### src/rtl/div_unit_if.sv
// div_unit_if: start/operand/result bundle between the control FSM and the divider
interface div_unit_if #(
    parameter int WIDTH = 32
);
    logic             start;
    logic [WIDTH-1:0] a;
    logic [WIDTH-1:0] b;
    logic             busy;
    logic             done;
    logic [WIDTH-1:0] hi;
    logic [WIDTH-1:0] lo;
    logic             div_zero;

    modport master (output start, a, b, input busy, done, hi, lo, div_zero);
    modport slave  (input start, a, b, output busy, done, hi, lo, div_zero);
endinterface

### src/rtl/div_unit.sv
// div_unit: multicycle restoring signed divider, quotient to lo and remainder to hi
module div_unit #(
    parameter int WIDTH = 32
) (
    input  logic      clk_i,
    input  logic      reset_i,
    div_unit_if.slave bus
);
    localparam int CW = $clog2(WIDTH) + 1;
    typedef enum logic [1:0] {IDLE, RUN, FINISH} state_e;
    state_e           state_q, state_d;
    logic [WIDTH-1:0] rem_q, rem_d, quo_q, quo_d, dvs_q, dvs_d, hi_q, hi_d, lo_q, lo_d;
    logic [CW-1:0]    cnt_q, cnt_d;
    logic             sign_a_q, sign_a_d, sign_b_q, sign_b_d, zero_q, zero_d;
    logic             busy_q, busy_d, done_q, done_d, dz_q, dz_d;
    logic [WIDTH:0]   rem_sh, trial;
    // trial subtraction kept one bit wider so its MSB is the borrow
    assign rem_sh = {rem_q, quo_q[WIDTH-1]};
    assign trial  = rem_sh - {1'b0, dvs_q};
    always_comb begin
        state_d  = state_q;
        rem_d    = rem_q;
        quo_d    = quo_q;
        dvs_d    = dvs_q;
        hi_d     = hi_q;
        lo_d     = lo_q;
        cnt_d    = cnt_q;
        sign_a_d = sign_a_q;
        sign_b_d = sign_b_q;
        zero_d   = zero_q;
        busy_d   = busy_q;
        done_d   = 1'b0;
        dz_d     = 1'b0;
        case (state_q)
            IDLE: if (bus.start) begin
                sign_a_d = bus.a[WIDTH-1];
                sign_b_d = bus.b[WIDTH-1];
                quo_d    = bus.a[WIDTH-1] ? -bus.a : bus.a;
                dvs_d    = bus.b[WIDTH-1] ? -bus.b : bus.b;
                rem_d    = '0;
                cnt_d    = '0;
                zero_d   = (bus.b == '0);
                busy_d   = 1'b1;
                state_d  = (bus.b == '0) ? FINISH : RUN;
            end
            RUN: begin
                rem_d   = trial[WIDTH] ? rem_sh[WIDTH-1:0] : trial[WIDTH-1:0];
                quo_d   = {quo_q[WIDTH-2:0], ~trial[WIDTH]};
                cnt_d   = cnt_q + 1'b1;
                state_d = (cnt_q == CW'(WIDTH - 1)) ? FINISH : RUN;
            end
            FINISH: begin
                lo_d    = zero_q ? lo_q : ((sign_a_q ^ sign_b_q) ? -quo_q : quo_q);
                hi_d    = zero_q ? hi_q : (sign_a_q ? -rem_q : rem_q);
                done_d  = 1'b1;
                dz_d    = zero_q;
                busy_d  = 1'b0;
                state_d = IDLE;
            end
            default: state_d = IDLE;
        endcase
    end
    always_ff @(posedge clk_i) begin
        if (reset_i) begin
            state_q  <= IDLE;
            rem_q    <= '0;
            quo_q    <= '0;
            dvs_q    <= '0;
            hi_q     <= '0;
            lo_q     <= '0;
            cnt_q    <= '0;
            sign_a_q <= 1'b0;
            sign_b_q <= 1'b0;
            zero_q   <= 1'b0;
            busy_q   <= 1'b0;
            done_q   <= 1'b0;
            dz_q     <= 1'b0;
        end else begin
            state_q  <= state_d;
            rem_q    <= rem_d;
            quo_q    <= quo_d;
            dvs_q    <= dvs_d;
            hi_q     <= hi_d;
            lo_q     <= lo_d;
            cnt_q    <= cnt_d;
            sign_a_q <= sign_a_d;
            sign_b_q <= sign_b_d;
            zero_q   <= zero_d;
            busy_q   <= busy_d;
            done_q   <= done_d;
            dz_q     <= dz_d;
        end
    end
    assign bus.busy     = busy_q;
    assign bus.done     = done_q;
    assign bus.hi       = hi_q;
    assign bus.lo       = lo_q;
    assign bus.div_zero = dz_q;
endmodule
### src/flat_wrapper.sv
// flat-port wrapper written by rule: the top's interface ports become plain ports
module div_unit_flat 
#(
    parameter int WIDTH = 32
)
  (clk_i, reset_i, bus_start, bus_a, bus_b, bus_busy, bus_done, bus_hi, bus_lo, bus_div_zero);
  div_unit_if #(.WIDTH(WIDTH)) bus_i ();
  input  logic clk_i;
  input  logic reset_i;
  input wire logic [$bits(bus_i.start)-1:0] bus_start;
  input wire logic [$bits(bus_i.a)-1:0] bus_a;
  input wire logic [$bits(bus_i.b)-1:0] bus_b;
  output wire logic [$bits(bus_i.busy)-1:0] bus_busy;
  output wire logic [$bits(bus_i.done)-1:0] bus_done;
  output wire logic [$bits(bus_i.hi)-1:0] bus_hi;
  output wire logic [$bits(bus_i.lo)-1:0] bus_lo;
  output wire logic [$bits(bus_i.div_zero)-1:0] bus_div_zero;
  assign bus_i.start = bus_start;
  assign bus_i.a = bus_a;
  assign bus_i.b = bus_b;
  assign bus_busy = bus_i.busy;
  assign bus_done = bus_i.done;
  assign bus_hi = bus_i.hi;
  assign bus_lo = bus_i.lo;
  assign bus_div_zero = bus_i.div_zero;
  div_unit #(.WIDTH(WIDTH)) u_core (.clk_i(clk_i), .reset_i(reset_i), .bus(bus_i));
endmodule
### config.mk
export PLATFORM = sky130hd
export DESIGN_NAME = div_unit_flat
export DESIGN_NICKNAME = d
export VERILOG_FILES = /design/src/rtl/div_unit_if.sv /design/src/rtl/div_unit.sv /design/src/flat_wrapper.sv
export SDC_FILE = /design/constraint.sdc
export NUM_CORES = 1
export LEC_CHECK = 0
export ABC_AREA = 0
export BUFFER_PORTS_ARGS = -buffer_cell sky130_fd_sc_hd__buf_2
export CORE_ASPECT_RATIO = 1.4
export CORE_UTILIZATION = 30
export DETAILED_ROUTE_END_ITERATION = 12
export HOLD_SLACK_MARGIN = 0.06
export SLEW_MARGIN = 20
export SYNTH_ARGS = -nofsm -noshare
export SYNTH_HDL_FRONTEND = slang
export SYNTH_SLANG_ARGS = --single-unit
### constraint.sdc
create_clock -name clk_i -period 3.7 [get_ports clk_i]
set_input_delay 0.555 -clock clk_i [delete_from_list [all_inputs] [get_ports clk_i]]
set_output_delay 0.555 -clock clk_i [all_outputs]
set_load 0.02 [all_outputs]
==> run_results.csv <==
group,metric,value,unit
layout,drive_gt1_share,14.2,%
synthesis,synth_top_family_by_area,"compound AO/OA/AOI/OAI gates",
synthesis,muxShareOfSynthArea,1.88,%
synthesis,postSynth.asyncResetShare,0,%
grt,grt_max_degree,94,
clock_network,ctsLongestPathBuffers,2,
route,drt-initial-drc-count,759,
layout,nFillCells,3733,
grt,grt_pass1_wl,50600,um
synthesis,synth_seq_cells,174,
synthesis,yosysUniqueCellTypes,68,
route,num_vias,10100,
synthesis,synth_edf_count,0,
sta,relSlewSlack,32.8,%
grt,overflow,0,
layout,final_area,0.0125,mm^2
floorplan,dieHeight,226,um
floorplan,fp.dieW,162,um
grt,track_usage,17.7,%
grt,grt_util_met1,18.5,%
sta,setup_violations,0,
sta,hold_viol,0,
route,detail_route.wl_per_cell,16.3,um
critical_path,arrival,3.52,ns
sta,final.setup.tns,0,ns
grt,first_global_vias,9572,
sta,fmax,311,MHz
layout,area_delta_synth_final,16.9,%
synthesis,synth_fp_nets,1483,
sta,min_period,3.21,ns
sta,rsz0062_at_grt,"no",
status,outcome,"finished, final reports clean",
sta,skew,0.00704,ns
power,p_total,4.71,mW
critical_path,worstSetupEndpointType,"flip-flop",
synthesis,yosys.area_share.simple,19.4,%
synthesis,synth_cells,1378,
clock_network,cts_buffers,17,
synthesis,ys_seq_area_share,32.5,%
placement,gp_congestion,0.920,
floorplan,coreArea,0.0351,mm^2
synthesis,syn-cell-area,0.0107,mm^2
clock_network,ctsResizeCount,0,
floorplan,boundaryPins,134,
layout,final_nets,1583,
route,postRouteAntennaNets,0,
clock_network,tritoncts,"done",
clock_network,worstSkewPairLatency,0.45,ns
synthesis,synthAdderAreaFrac,4.51,%
clock_network,cts.clk_slew.worst_paths,0.06,ns
placement,placed_cell_area,0.0119,mm^2
critical_path,cp.required,4.00,ns
layout,multi_input_area,0.00674,mm^2
floorplan,start_util,30.5,%
critical_path,criticalPathCategory,"flip-flop to flip-flop",
critical_path,startpoint_type,"flip-flop",
sta,report.final.slew_viol_count,0,
route,drt-total-wl,31800,um
critical_path,crit_path_max_fanout,31,
layout,seq_area,0.00348,mm^2
placement,io_buffers,133,
sta,worst_pin_slew,1.00,ns
grt,use_met3,2.63,%
route,avgViaCountPerCell,5.19,
clock_network,clock_sinks,174,
min_path,hold_path_class,"input pin to flip-flop",
synthesis,synth-main-ff-cell,"dfxtp_1",
grt,antenna_found_initial,8,
grt,top_usage_layer,"met2",
synthesis,ys_warn_count,0,
clock_network,cts_root_buf,"clkbuf_16",
sta,fin_crit_sh,86.9,%
clock_network,cts.htree.levels,4,
power,powerDensity,376,mW/mm^2
floorplan,dieArea,0.0365,mm^2
synthesis,synth-compound-area-share,25.9,%
clock_network,cts_setup_buffers,0,
placement,hpwl,24300,um
power,p_leak,4.96,nW
synthesis,synth_xor_area_share,11.0,%
flow_run,drv_cap,0,
route,drc,0,
route,firstDrtPassIters,5,
synthesis,syn_avg_cell_area,7.77,um^2
layout,final_util,35.7,%
floorplan,core.rowCount,81,
power,peakVddDrop,0.000363,V
grt,grt_use_met2,33.7,%
clock_network,cts_hold_buf,0,
-- cells in the final DEF (no fill, tap or decap), types with 20 or more instances in the layout --
| cell | instances |
|---|---|
| a211oi_1 | 82 |
| a21oi_1 | 107 |
| a22oi_1 | 20 |
| buf_2 | 132 |
| buf_4 | 28 |
| dfxtp_1 | 174 |
| ha_1 | 37 |
| inv_1 | 52 |
| nand2_1 | 140 |
| nor2_1 | 164 |
| o21ai_0 | 87 |
| o31ai_1 | 32 |
| or3_1 | 27 |
| xnor2_1 | 56 |
| xor2_1 | 79 |
-- critical path, cell delays in order (launching register included) --
cell	delay, ns
dfxtp_1	0.39
ha_1	0.41
o21a_1	0.15
a21oi_1	0.09
o311ai_0	0.72
mux2i_1	0.28
o31a_1	0.16
o211a_1	0.21
buf_12	0.21
buf_4	0.17
mux2i_1	0.17
o21ai_0	0.09
-- cell type report --
| cell class | count | share of cell area (%) |
|---|---|---|
| Antenna cell | 6 | 0.120 |
| Clock buffer | 25 | 4.04 |
| Clock inverter | 5 | 0.450 |
| Inverter | 52 | 1.56 |
| Multi-Input combinational cell | 1069 | 53.8 |
| Sequential cell | 174 | 27.8 |
| Tap cell | 456 | 4.56 |
| Timing Repair Buffer | 164 | 7.60 |
-- layer usage --
metal / share of wire [%] / up-vias
met5: 0.079 / -
met4: 4.0 / 4
met3: 3.2 / 71
met2: 53 / 194
met1: 40 / 4717
li1: - / 5144
-- power by group --
group / switching [mW] / internal (mW) / total (mW)
Clock: 0.761 / 1.01 / 1.77
Sequential: 0.0891 / 1.95 / 2.04
Combinational: 0.543 / 0.358 / 0.901
Total: 1.39 / 3.32 / 4.71
-- stage by stage --
stage	hold slack, ns	setup WS (ns)	instances
final	0.426	0.486	1951
after global routing	0.422	0.285	1949
after CTS	0.404	0.496	1945
after detailed placement	0.444	0.0757	1915
after global placement	0.440	0.110	1915
after floorplan	0.441	0.406	1378
-- sequential cells by signal (all words and copies together), names as in the netlist --
name and cells:
u_core.bus.busy 1, u_core.bus.lo 32, u_core.bus.div_zero 1, u_core.bus.done 1
u_core.zero_q 1, u_core.bus.hi 32, u_core.state_q 2, u_core.rem_q 32
u_core.sign_a_q 1, u_core.sign_b_q 1, u_core.dvs_q 32, u_core.cnt_q 6
u_core.quo_q 32
-- worst paths after layout --
check                                          to         startpoint  cells past startpoint  slack, ns
worst max-delay path             u_core.rem_q[14]   u_core.rem_q[26]                     11       0.49
worst min-delay path            u_core.state_q[1]          bus_start                      3       0.43
worst max register to register   u_core.rem_q[14]   u_core.rem_q[26]                     11       0.49
worst min register to register  u_core.bus.hi[29]  u_core.bus.hi[29]                      2       0.45
-- synth_stat cells (all sizes together), types with 4 or more instances --
master | number | share of area, %
a2bb2oi | 5 | 0.41
o41ai | 14 | 1.2
a211oi | 82 | 5.8
nor2b | 12 | 0.70
nor4 | 7 | 0.41
nand2 | 140 | 4.9
nor2 | 167 | 5.9
a22oi | 20 | 1.4
a221oi | 5 | 0.41
a311oi | 4 | 0.33
o21bai | 6 | 0.42
a31oi | 9 | 0.53
o31ai | 33 | 2.4
or3 | 29 | 1.8
nand3 | 9 | 0.42
nor3 | 20 | 0.98
ha | 37 | 4.3
nand4 | 6 | 0.35
mux2i | 19 | 1.8
clkbuf | 75 | 2.6
and3 | 9 | 0.53
o21a | 11 | 0.77
buf | 8 | 0.29
a21oi | 107 | 5.0
xnor2 | 56 | 4.6
o21ai | 92 | 4.3
or2 | 6 | 0.37
inv | 52 | 1.8
nand4b | 4 | 0.33
dfxtp | 174 | 33
o211ai | 4 | 0.28
or4 | 14 | 1.0
xor2 | 79 | 6.5
a21o | 9 | 0.63
nand2b | 17 | 0.99
-- cells by family (layout without fill, tap and decap cells) --
kind of cell | count (synthesis) | after routing
adder cells (fa/ha/maj) | 38 | 38
buffers and inverters | 135 | 246
AND/OR/NAND/NOR | 450 | 450
multiplexers | 20 | 20
AO/OA/AOI/OAI | 426 | 426
flip-flops | 174 | 174
other | 0 | 6
XOR/XNOR | 135 | 135
(Power assumes the default switching activity.)
